**src/rtl/joydecoder_multi.sv**
```systemverilog
// Serial joystick chain decoder: drives serial clock and load strobe, deserialises
// NJOY pads of BITS bits each and commits every completed scan atomically.
//
// state   | meaning
// S_IDLE  | waiting for scan_en; load strobe low while scan_en is high
// S_SHIFT | sampling serial bits 1..TOTAL-1, commit on the last one
// S_GAP   | idle serial-clock periods between scans, load strobe high
module joydecoder_multi #(
  parameter int NJOY        = 2,
  parameter int BITS        = 8,
  parameter int CLKDIV_LOG2 = 4,
  parameter int SCAN_GAP    = 0
) (
  input  logic                 clk,
  input  logic                 rst_n,
  input  logic                 scan_en,
  input  logic                 joy_data,
  output logic                 joy_clk,
  output logic                 joy_load_n,
  output logic [NJOY*BITS-1:0] joy_bits,
  output logic                 joy_valid,
  output logic                 joy_changed
);

  localparam int TOTAL = NJOY * BITS;
  localparam int IDX_W = $clog2(TOTAL);
  localparam logic [IDX_W-1:0] IDX_LAST = IDX_W'(TOTAL - 1);
  localparam logic [7:0] GAP_LOAD = (SCAN_GAP > 0) ? 8'(SCAN_GAP - 1) : 8'd0;

  typedef enum logic [1:0] {S_IDLE, S_SHIFT, S_GAP} state_t;

  state_t                 state_q, state_d;
  logic [CLKDIV_LOG2-1:0] div_q, div_d;
  logic [IDX_W-1:0]       idx_q, idx_d;
  logic [7:0]             gap_q, gap_d;
  logic [TOTAL-1:0]       shadow_q, shadow_d;
  logic [TOTAL-1:0]       bits_q, bits_d;
  logic                   valid_q, valid_d;
  logic                   changed_q, changed_d;
  logic [TOTAL-1:0]       merged;
  logic                   tick;
  logic                   load_n_c;

  always_comb begin
    div_d     = div_q + CLKDIV_LOG2'(1);
    tick      = &div_q;
    state_d   = state_q;
    idx_d     = idx_q;
    gap_d     = gap_q;
    shadow_d  = shadow_q;
    bits_d    = bits_q;
    valid_d   = 1'b0;
    changed_d = 1'b0;
    load_n_c  = 1'b1;
    // shadow with the bit currently on the wire merged in at idx
    merged         = shadow_q;
    merged[idx_q]  = joy_data;

    case (state_q)
      S_IDLE: begin
        load_n_c = ~scan_en;
        if (tick && scan_en) begin
          shadow_d[0] = joy_data;
          idx_d       = IDX_W'(1);
          state_d     = S_SHIFT;
        end
      end
      S_SHIFT: begin
        if (tick) begin
          shadow_d = merged;
          if (idx_q == IDX_LAST) begin
            bits_d    = merged;
            valid_d   = 1'b1;
            changed_d = (merged != bits_q);
            idx_d     = '0;
            gap_d     = GAP_LOAD;
            if (SCAN_GAP > 0) state_d = S_GAP;
            else              state_d = S_IDLE;
          end else begin
            idx_d = idx_q + IDX_W'(1);
          end
        end
      end
      S_GAP: begin
        if (tick) begin
          if (gap_q == 8'd0) state_d = S_IDLE;
          else               gap_d   = gap_q - 8'd1;
        end
      end
      default: state_d = S_IDLE;
    endcase
  end

  always_ff @(posedge clk or negedge rst_n) begin
    if (!rst_n) begin
      state_q   <= S_IDLE;
      div_q     <= '0;
      idx_q     <= '0;
      gap_q     <= '0;
      shadow_q  <= '1;
      bits_q    <= '1;
      valid_q   <= 1'b0;
      changed_q <= 1'b0;
    end else begin
      state_q   <= state_d;
      div_q     <= div_d;
      idx_q     <= idx_d;
      gap_q     <= gap_d;
      shadow_q  <= shadow_d;
      bits_q    <= bits_d;
      valid_q   <= valid_d;
      changed_q <= changed_d;
    end
  end

  // load strobe must not glitch low while reset holds the FSM in IDLE
  assign joy_load_n  = ~rst_n | load_n_c;
  assign joy_clk     = div_q[CLKDIV_LOG2-1];
  assign joy_bits    = bits_q;
  assign joy_valid   = valid_q;
  assign joy_changed = changed_q;

endmodule

```
**config.mk**
```make
export PLATFORM = sky130hd
export DESIGN_NAME = joydecoder_multi
export DESIGN_NICKNAME = d
export VERILOG_FILES = /design/src/rtl/joydecoder_multi.sv
export SDC_FILE = /design/constraint.sdc
export NUM_CORES = 1
export LEC_CHECK = 0
export BUFFER_PORTS_ARGS = -buffer_cell sky130_fd_sc_hd__buf_2
export CORE_MARGIN = 2
export CORE_UTILIZATION = 25
export DETAILED_ROUTE_END_ITERATION = 12
export SLEW_MARGIN = 15
export SYNTH_ARGS = -nofsm -noshare
export SYNTH_HDL_FRONTEND = slang
export SYNTH_SLANG_ARGS = --single-unit
```
**constraint.sdc**
```tcl
create_clock -name clk -period 6.1 [get_ports clk]
set_clock_uncertainty 0.05 [all_clocks]
set_input_delay 1.22 -clock clk [delete_from_list [all_inputs] [get_ports clk]]
set_output_delay 1.22 -clock clk [all_outputs]
set_load 0.005 [all_outputs]
```
-- Yosys cells after proc, flatten, opt, wreduce, memory -nomap -nowiden
Cells that the tools add are included.
- register bits after elaboration: 52
- bits of input ports: 4
- output and inout bits: 20
- logic and storage cells: 67
- $add $sub $neg: 3
- multiplexer cells: 28
- equality and inequality tests: 10
- bitwise logic cells: 3
- $lt $le $gt $ge: 2
- reductions and logical operators: 12
- operators with widths (kind ; count):
    two-way mux 8 bit ; 4
    bitwise mux 16 bit ; 1
    inequality test 16 bit ; 1
    one-hot mux 8 bit (2 select lines) ; 1
    AND reduction 5 bit ; 3
    two-way mux 4 bit ; 3
    inequality test 2 bit, second input constant ; 6
    two-way mux 1 bit ; 10
    two-way mux 2 bit ; 5
    adder 4 x 1 -> 4 bit, second input constant ; 2
    zero test 8 bit ; 1
    one-hot mux 4 bit (2 select lines) ; 1
    subtractor 8 x 1 -> 8 bit, second input constant ; 1
    one-hot mux 2 bit (3 select lines) ; 1
    AND reduction 6 bit ; 1
    less-than comparator 4 x 5 -> 1 bit, second input constant ; 1
    demux 1 bit (select 4 bit) ; 1
    equality test 4 bit, second input constant ; 1
    greater-or-equal comparator 4 x 1 -> 1 bit, second input constant ; 1
    AND reduction 4 bit ; 1
    nonzero test 2 bit ; 2
    AND reduction 3 bit ; 1
    equality test 2 x 1 -> 1 bit, second input constant ; 1
    equality test 2 bit, second input constant ; 1
    other kinds (5) ; 7

-- Logic depth before layout (Yosys ltp)
Gate-level depths: netlist of run 1.
- word-level depth: 9
- gate-level depth with buffers: 8
- mapped depth without buffers: 8

-- Least setup slack after synthesis of run 1
Ideal clock, no wire load.
- path kind: in2reg
- start: input port joy_data
- end: register changed_q, in the netlist joy_changed
- cell stages on the path: 7
- path buffers: 1
- setup time: 0.124 ns
- setup slack: 3.090 ns
- arrival: 2.836 ns
- data required time: 5.926 ns
- cell sequence: clkbuf_1 > xnor2_1 > nor2_1 > a2111oi_4 > nand4_1 > or4_1 > o31a_1
- word-level cells in the longest chain between the ends: 5
- RTL lines (what ; RTL line ; source):
    start: declaration ; 17 ; input logic joy_data,
    bitwise mux 16 bit ; 57 ; merged[idx_q] = joy_data;
    inequality test 16 bit ; 74 ; changed_d = (merged != bits_q);
    two-way mux 1 bit ; 71 ; if (idx_q == IDX_LAST) begin
    two-way mux 1 bit ; 69 ; if (tick) begin
    two-way mux 1 bit ; 59 ; case (state_q)
    named net changed_d ; 39 ; logic changed_q, changed_d;
    end signal: assignment ; 112 ; changed_q <= changed_d;
    end: declaration ; 39 ;
The timed path passes the listed nets, and every way through them passes these cells.
A chain may end at the register's enable or synchronous reset.

-- Final worst setup path of run 1
- start: input port rst_n
- end: output port joy_load_n
- word-level cells in the longest chain between the ends: 2
- RTL lines (what ; RTL line ; source):
    start: declaration ; 15 ; input logic rst_n,
    inverter 1 bit ; 117 ; assign joy_load_n = ~rst_n | load_n_c;
    bitwise OR 1 bit ; 117 ;
    end: declaration ; 19 ; output logic joy_load_n,
Every way passes these cells.

==> impl_metrics.ini, run 1 <==
[yosys]
synth_fp_nets = 270
syn_area_per_cell_sq_um = 9.89
synth-main-ff-cell = dfstp_2
syn_area_sq_um = 2570
yosys_warnings = 0
ys_types = 49
synth-edff-count = 0
synth_seq_cells = 43
ys_async_sr_fraction_pct = 100
seq_area_frac_synth_pct = 43.4
syn_inst = 260

[clocking]
root_buffer = clkbuf_8
hold_buffers = 0
clk_pin_slew_ns = 0.08
htreeDepth = 2
cts_resized = 0
cts_tree = built
post_cts_buffers = 0
cts_max_path_buffers = 2
clock_sinks = 43
cts_buffers = 5
clk_latency_ns = 0.29

[setup_path]
arrival_ns = 1.99
startpoint = rst_n
start_kind = input pin
crit_type = in -> out
endpoint_kind = primary output
r2r_start = idx_q[3]
reg2reg_to = joy_changed
crit_required_ns = 4.83
reg2reg_depth = 6
cp_max_fo = 44
rrSetupSlack_ns = 3.21

[timing]
finalCritPeriodShare_pct = 53.4
tightest_slew_ns = 1.06
hold_viol = 0
rsz0062_at_grt = no
period_minus_slack_ns = 3.26
maxSlewViolCount = 0
timing.fmax_ghz = 0.307
final.setup.tns_ns = 0
finalSetupViolCount = 0
relSlewSlack_pct = 28.9

[power]
power_density_nw_per_um2 = 203
irDropWorstVdd_uv = 78.9
p_leak_uw = 0.00117
p_total_uw = 589

[final_layout]
nets = 285
final_common_cell = dfstp_2
final_cell_mix = dfstp_2 (32), buf_2 (23), o21ai_0 (22)
nFillCells = 1062
drive_above_1_share_pct = 27.9
final_cells = 412
postLayoutCoreUtil_pct = 28.7
syn2layout_area_growth_pct = 13.0
num_antenna_cells = 0

[hold_path]
holdPathEnd = div_q[0]
min_path_cells = 1
hp-class = reg -> reg
min-delay-start = div_q[0]

[run]
maxCapViolCount = 0

[grt]
grt_pass1_wl_microns = 9890
grt_pass1_vias = 1940
grt_max_degree = 45
gr-total-overflow = 0
grt_usage_pct = 11.1
antenna_found_initial = 0

[drt]
first_iter_violations = 97
drtPass1Iterations = 4
routed_wl_microns = 6010
drc = 0
vias = 1995
ant_nets = 0
post_drt_wl_per_cell_microns = 14.6
vias_per_cell = 4.84

[placed_design]
place_congestion = 0.826
dp_cells = 404
hpwl_microns = 4110
port_buffers = 23

[floorplanning]
design.die.area_sq_um = 11100
die_x_microns = 105
start_util_pct = 25.4
std_cell_rows = 37
io_pins = 24
fp.dieH_microns = 105
coreArea_sq_um = 10100

[status]
outcome = complete, no violations
## metrics by stage
step           hold slack, ns  instance area (sq um)  worst slack [ns]
2_1_floorplan           0.365                   2570              3.09
3_3_place_gp            0.379                   2780              2.67
3_5_place_dp            0.390                   2780              2.60
4_1_cts                 0.403                   2900              2.79
5_1_grt                 0.421                   2910              2.71
6_report                0.394                   2910              2.84
## layout make-up
class,instances,area [sq um],area share (%)
clock inverters,2,35.0,1.21
multi-input cells,195,1360,46.7
repair buffers,24,123,4.22
flip-flops and latches,43,1120,38.4
clock buffers,6,82.6,2.84
inverters,6,22.5,0.775
well taps,136,170,5.85
## kinds of logic (layout without fill, tap and decap cells)
family          after synthesis  in the layout  share of synthesized area, %
compound gates               81             81                          21.9
simple gates                 81             81                          17.8
flops                        43             43                          43.4
buf+inv                      22             38                          4.09
mux                          15             15                          5.89
xor+xnor                     12             12                          4.09
fa+ha+maj                     6              6                          2.92
## flip-flops by register name (all words and copies together) (netlist names)
signal / flops
div_q: 4
idx_q: 4
joy_bits: 16
joy_changed: 1
joy_valid: 1
shadow_q: 16
state_q: 1
## how the worst max path moves through the flow
| stage | endpoint | slack, ns | cells after the start |
|---|---|---|---|
| global route | joy_load_n | 2.71 | 4 |
| finish | joy_load_n | 2.84 | 4 |
| global placement | joy_changed | 2.67 | 6 |
| detailed placement | joy_changed | 2.60 | 6 |
| CTS | joy_load_n | 2.79 | 4 |
| floorplan | joy_changed | 3.09 | 7 |
## worst max-delay path, cell delays in order
cell and delay, ns:
buf_2 0.08, buf_4 0.45, nand2_1 0.09, buf_2 0.15
## where the power goes
| part | total (uW) | switching [uW] | internal (uW) |
|---|---|---|---|
| clock | 231 | 98.8 | 133 |
| combinational | 57.4 | 35.2 | 22.3 |
| sequential | 300 | 8.45 | 291 |
## cells in the mapped netlist (3+ instances only)
library cell / instances / share of area [%]
o21ai_0: 22 / 4.3
mux2i_1: 14 / 5.4
nor3b_1: 4 / 1.2
a31oi_1: 3 / 0.73
nand3b_1: 6 / 1.8
o31ai_1: 16 / 4.7
dfrtp_1: 11 / 11
xor2_1: 9 / 3.1
a22o_1: 5 / 1.7
a21oi_1: 20 / 3.9
ha_1: 6 / 2.9
and3_1: 3 / 0.73
nor2_1: 22 / 3.2
nand2_1: 18 / 2.6
nor2b_1: 4 / 0.97
nand3_1: 6 / 1.2
dfstp_2: 32 / 33
xnor2_1: 3 / 1.0
nand2b_1: 3 / 0.73
o2111ai_1: 3 / 1.0
inv_1: 6 / 0.88
clkbuf_1: 12 / 1.8
## metal layers
metal | part of all wire (%) | track usage [%] | vias up | routed length, microns
li1 | - | - | 978 | -
met1 | 47 | 15.1 | 965 | 2810
met2 | 47 | 17.4 | 43 | 2800
met3 | 4.6 | 2.54 | 9 | 279
met4 | 2.0 | 3.62 | 0 | 118
met5 | 0 | 0 | - | 0
Note: power is estimated with default switching activity, not from simulation.
==> inputs of run 2 (changes only) <==
==> constraint.sdc (replaced) <==
create_clock -name clk -period 3.35 [get_ports clk]
set_clock_uncertainty 0.05 [all_clocks]
set_input_delay 0.67 -clock clk [delete_from_list [all_inputs] [get_ports clk]]
set_output_delay 0.67 -clock clk [all_outputs]
set_load 0.005 [all_outputs]
==> impl_metrics.ini, run 2 (same netlist as run 1, synthesis figures left out) <==
[clocking]
cts_tree = built
cts_resized = 0
cts_max_path_buffers = 2
hold_buffers = 0
root_buffer = clkbuf_8
post_cts_buffers = 0
clk_latency_ns = 0.31
clock_sinks = 43
htreeDepth = 2
clk_pin_slew_ns = 0.09
cts_buffers = 5

[drt]
routed_wl_microns = 6250
ant_nets = 0
drtPass1Iterations = 4
first_iter_violations = 168
post_drt_wl_per_cell_microns = 15.0
met3WireLength_microns = 190
top_layer = met4
wl_met2_microns = 2890
m1WireLength_microns = 3080
drc = 0
vias = 2027
vias_per_cell = 4.87

[floorplanning]
io_pins = 24
design.die.area_sq_um = 11100
start_util_pct = 25.4
fp.dieH_microns = 105
coreArea_sq_um = 10100
die_x_microns = 105
std_cell_rows = 37

[grt]
grt_pass1_vias = 1964
gr-total-overflow = 0
grt_pass1_wl_microns = 10400
grt_max_degree = 44
antenna_found_initial = 0
grt_usage_pct = 11.8

[timing]
rsz0062_at_grt = no
finalSetupViolCount = 0
final.setup.tns_ns = 0
timing.fmax_ghz = 0.355
relSlewSlack_pct = 49.3
period_minus_slack_ns = 2.82
finalCritPeriodShare_pct = 84.2
maxSlewViolCount = 0
hold_viol = 0
tightest_slew_ns = 0.760

[setup_path]
crit_type = reg -> reg
start_kind = flop
crit_required_ns = 3.50
endpoint_kind = flop
cp_max_fo = 22
startpoint = idx_q[3]
arrival_ns = 2.97
r2r_start = idx_q[3]

[final_layout]
multiInputGateArea_sq_um = 1350
syn2layout_area_growth_pct = 14.7
nets = 289
nFillCells = 1057
final_common_cell = dfstp_2
final_cell_mix = dfstp_2 (32), buf_2 (23), o21ai_0 (22)
seqCellArea_sq_um = 1120
num_antenna_cells = 0
fin_area_sq_um = 2950
drive_above_1_share_pct = 28.9

[power]
p_leak_uw = 0.00119
p_total_uw = 1150
irDropWorstVdd_uv = 236
power_density_nw_per_um2 = 389

[run]
maxCapViolCount = 0

[placed_design]
port_buffers = 23
hpwl_microns = 4400
place_congestion = 0.850
dpl-instance-area_sq_um = 2810

[status]
outcome = complete, no violations

[hold_path]
min-delay-start = div_q[0]
hp-class = reg -> reg
-- run 2: path summary, 6_finish.rpt --
kind / endpoint / slack [ns] / depth (start not counted)
min in group asynchronous: joy_changed / 0.42 / 2
max in group asynchronous: shadow_q[10] / 2.45 / 2
setup / recovery: joy_changed / 0.53 / 6
hold / removal: div_q[0] / 0.40 / 1
hold reg to reg: div_q[0] / 0.40 / 1
setup reg to reg: joy_changed / 0.53 / 6
-- run 2: final cells by class --
type	count	share of cell area, %
inverter	6	0.763
multi-input combinational	195	45.8
clock inverter	3	2.29
clock buffer	5	2.33
tap	136	5.77
timing repair buffer	28	5.17
sequential	43	37.8
-- run 2: layer usage --
metal | track usage, % | vias to the layer above
met5 | 0 | -
met4 | 4.10 | 0
met3 | 2.60 | 8
met2 | 18.7 | 29
met1 | 15.9 | 1000
li1 | - | 990
-- run 2: where the power goes --
part	total [uW]	internal (uW)	switching (uW)
logic	106	41.9	64.5
clock network	495	297	197
registers	547	531	15.8
total	1150	870	278
-- run 2: worst max-delay path: stages, from the launching register on --
cell and delay, ns:
dfrtp_1 0.84, nand3_2 0.24, and3b_4 0.28, a2111oi_4 0.31, nand4_1 0.14, or4_1 0.55
o31a_1 0.30
-- run 2: metrics by stage --
step	util (%)	hold WS (ns)	worst slack [ns]	std cells
after global placement	27.8	0.380	0.612	408
after CTS	29.1	0.407	0.535	416
after global routing	29.1	0.432	0.355	416
final	29.1	0.401	0.530	416
after floorplan	-	0.324	0.863	260
after detailed placement	27.8	0.394	0.567	408
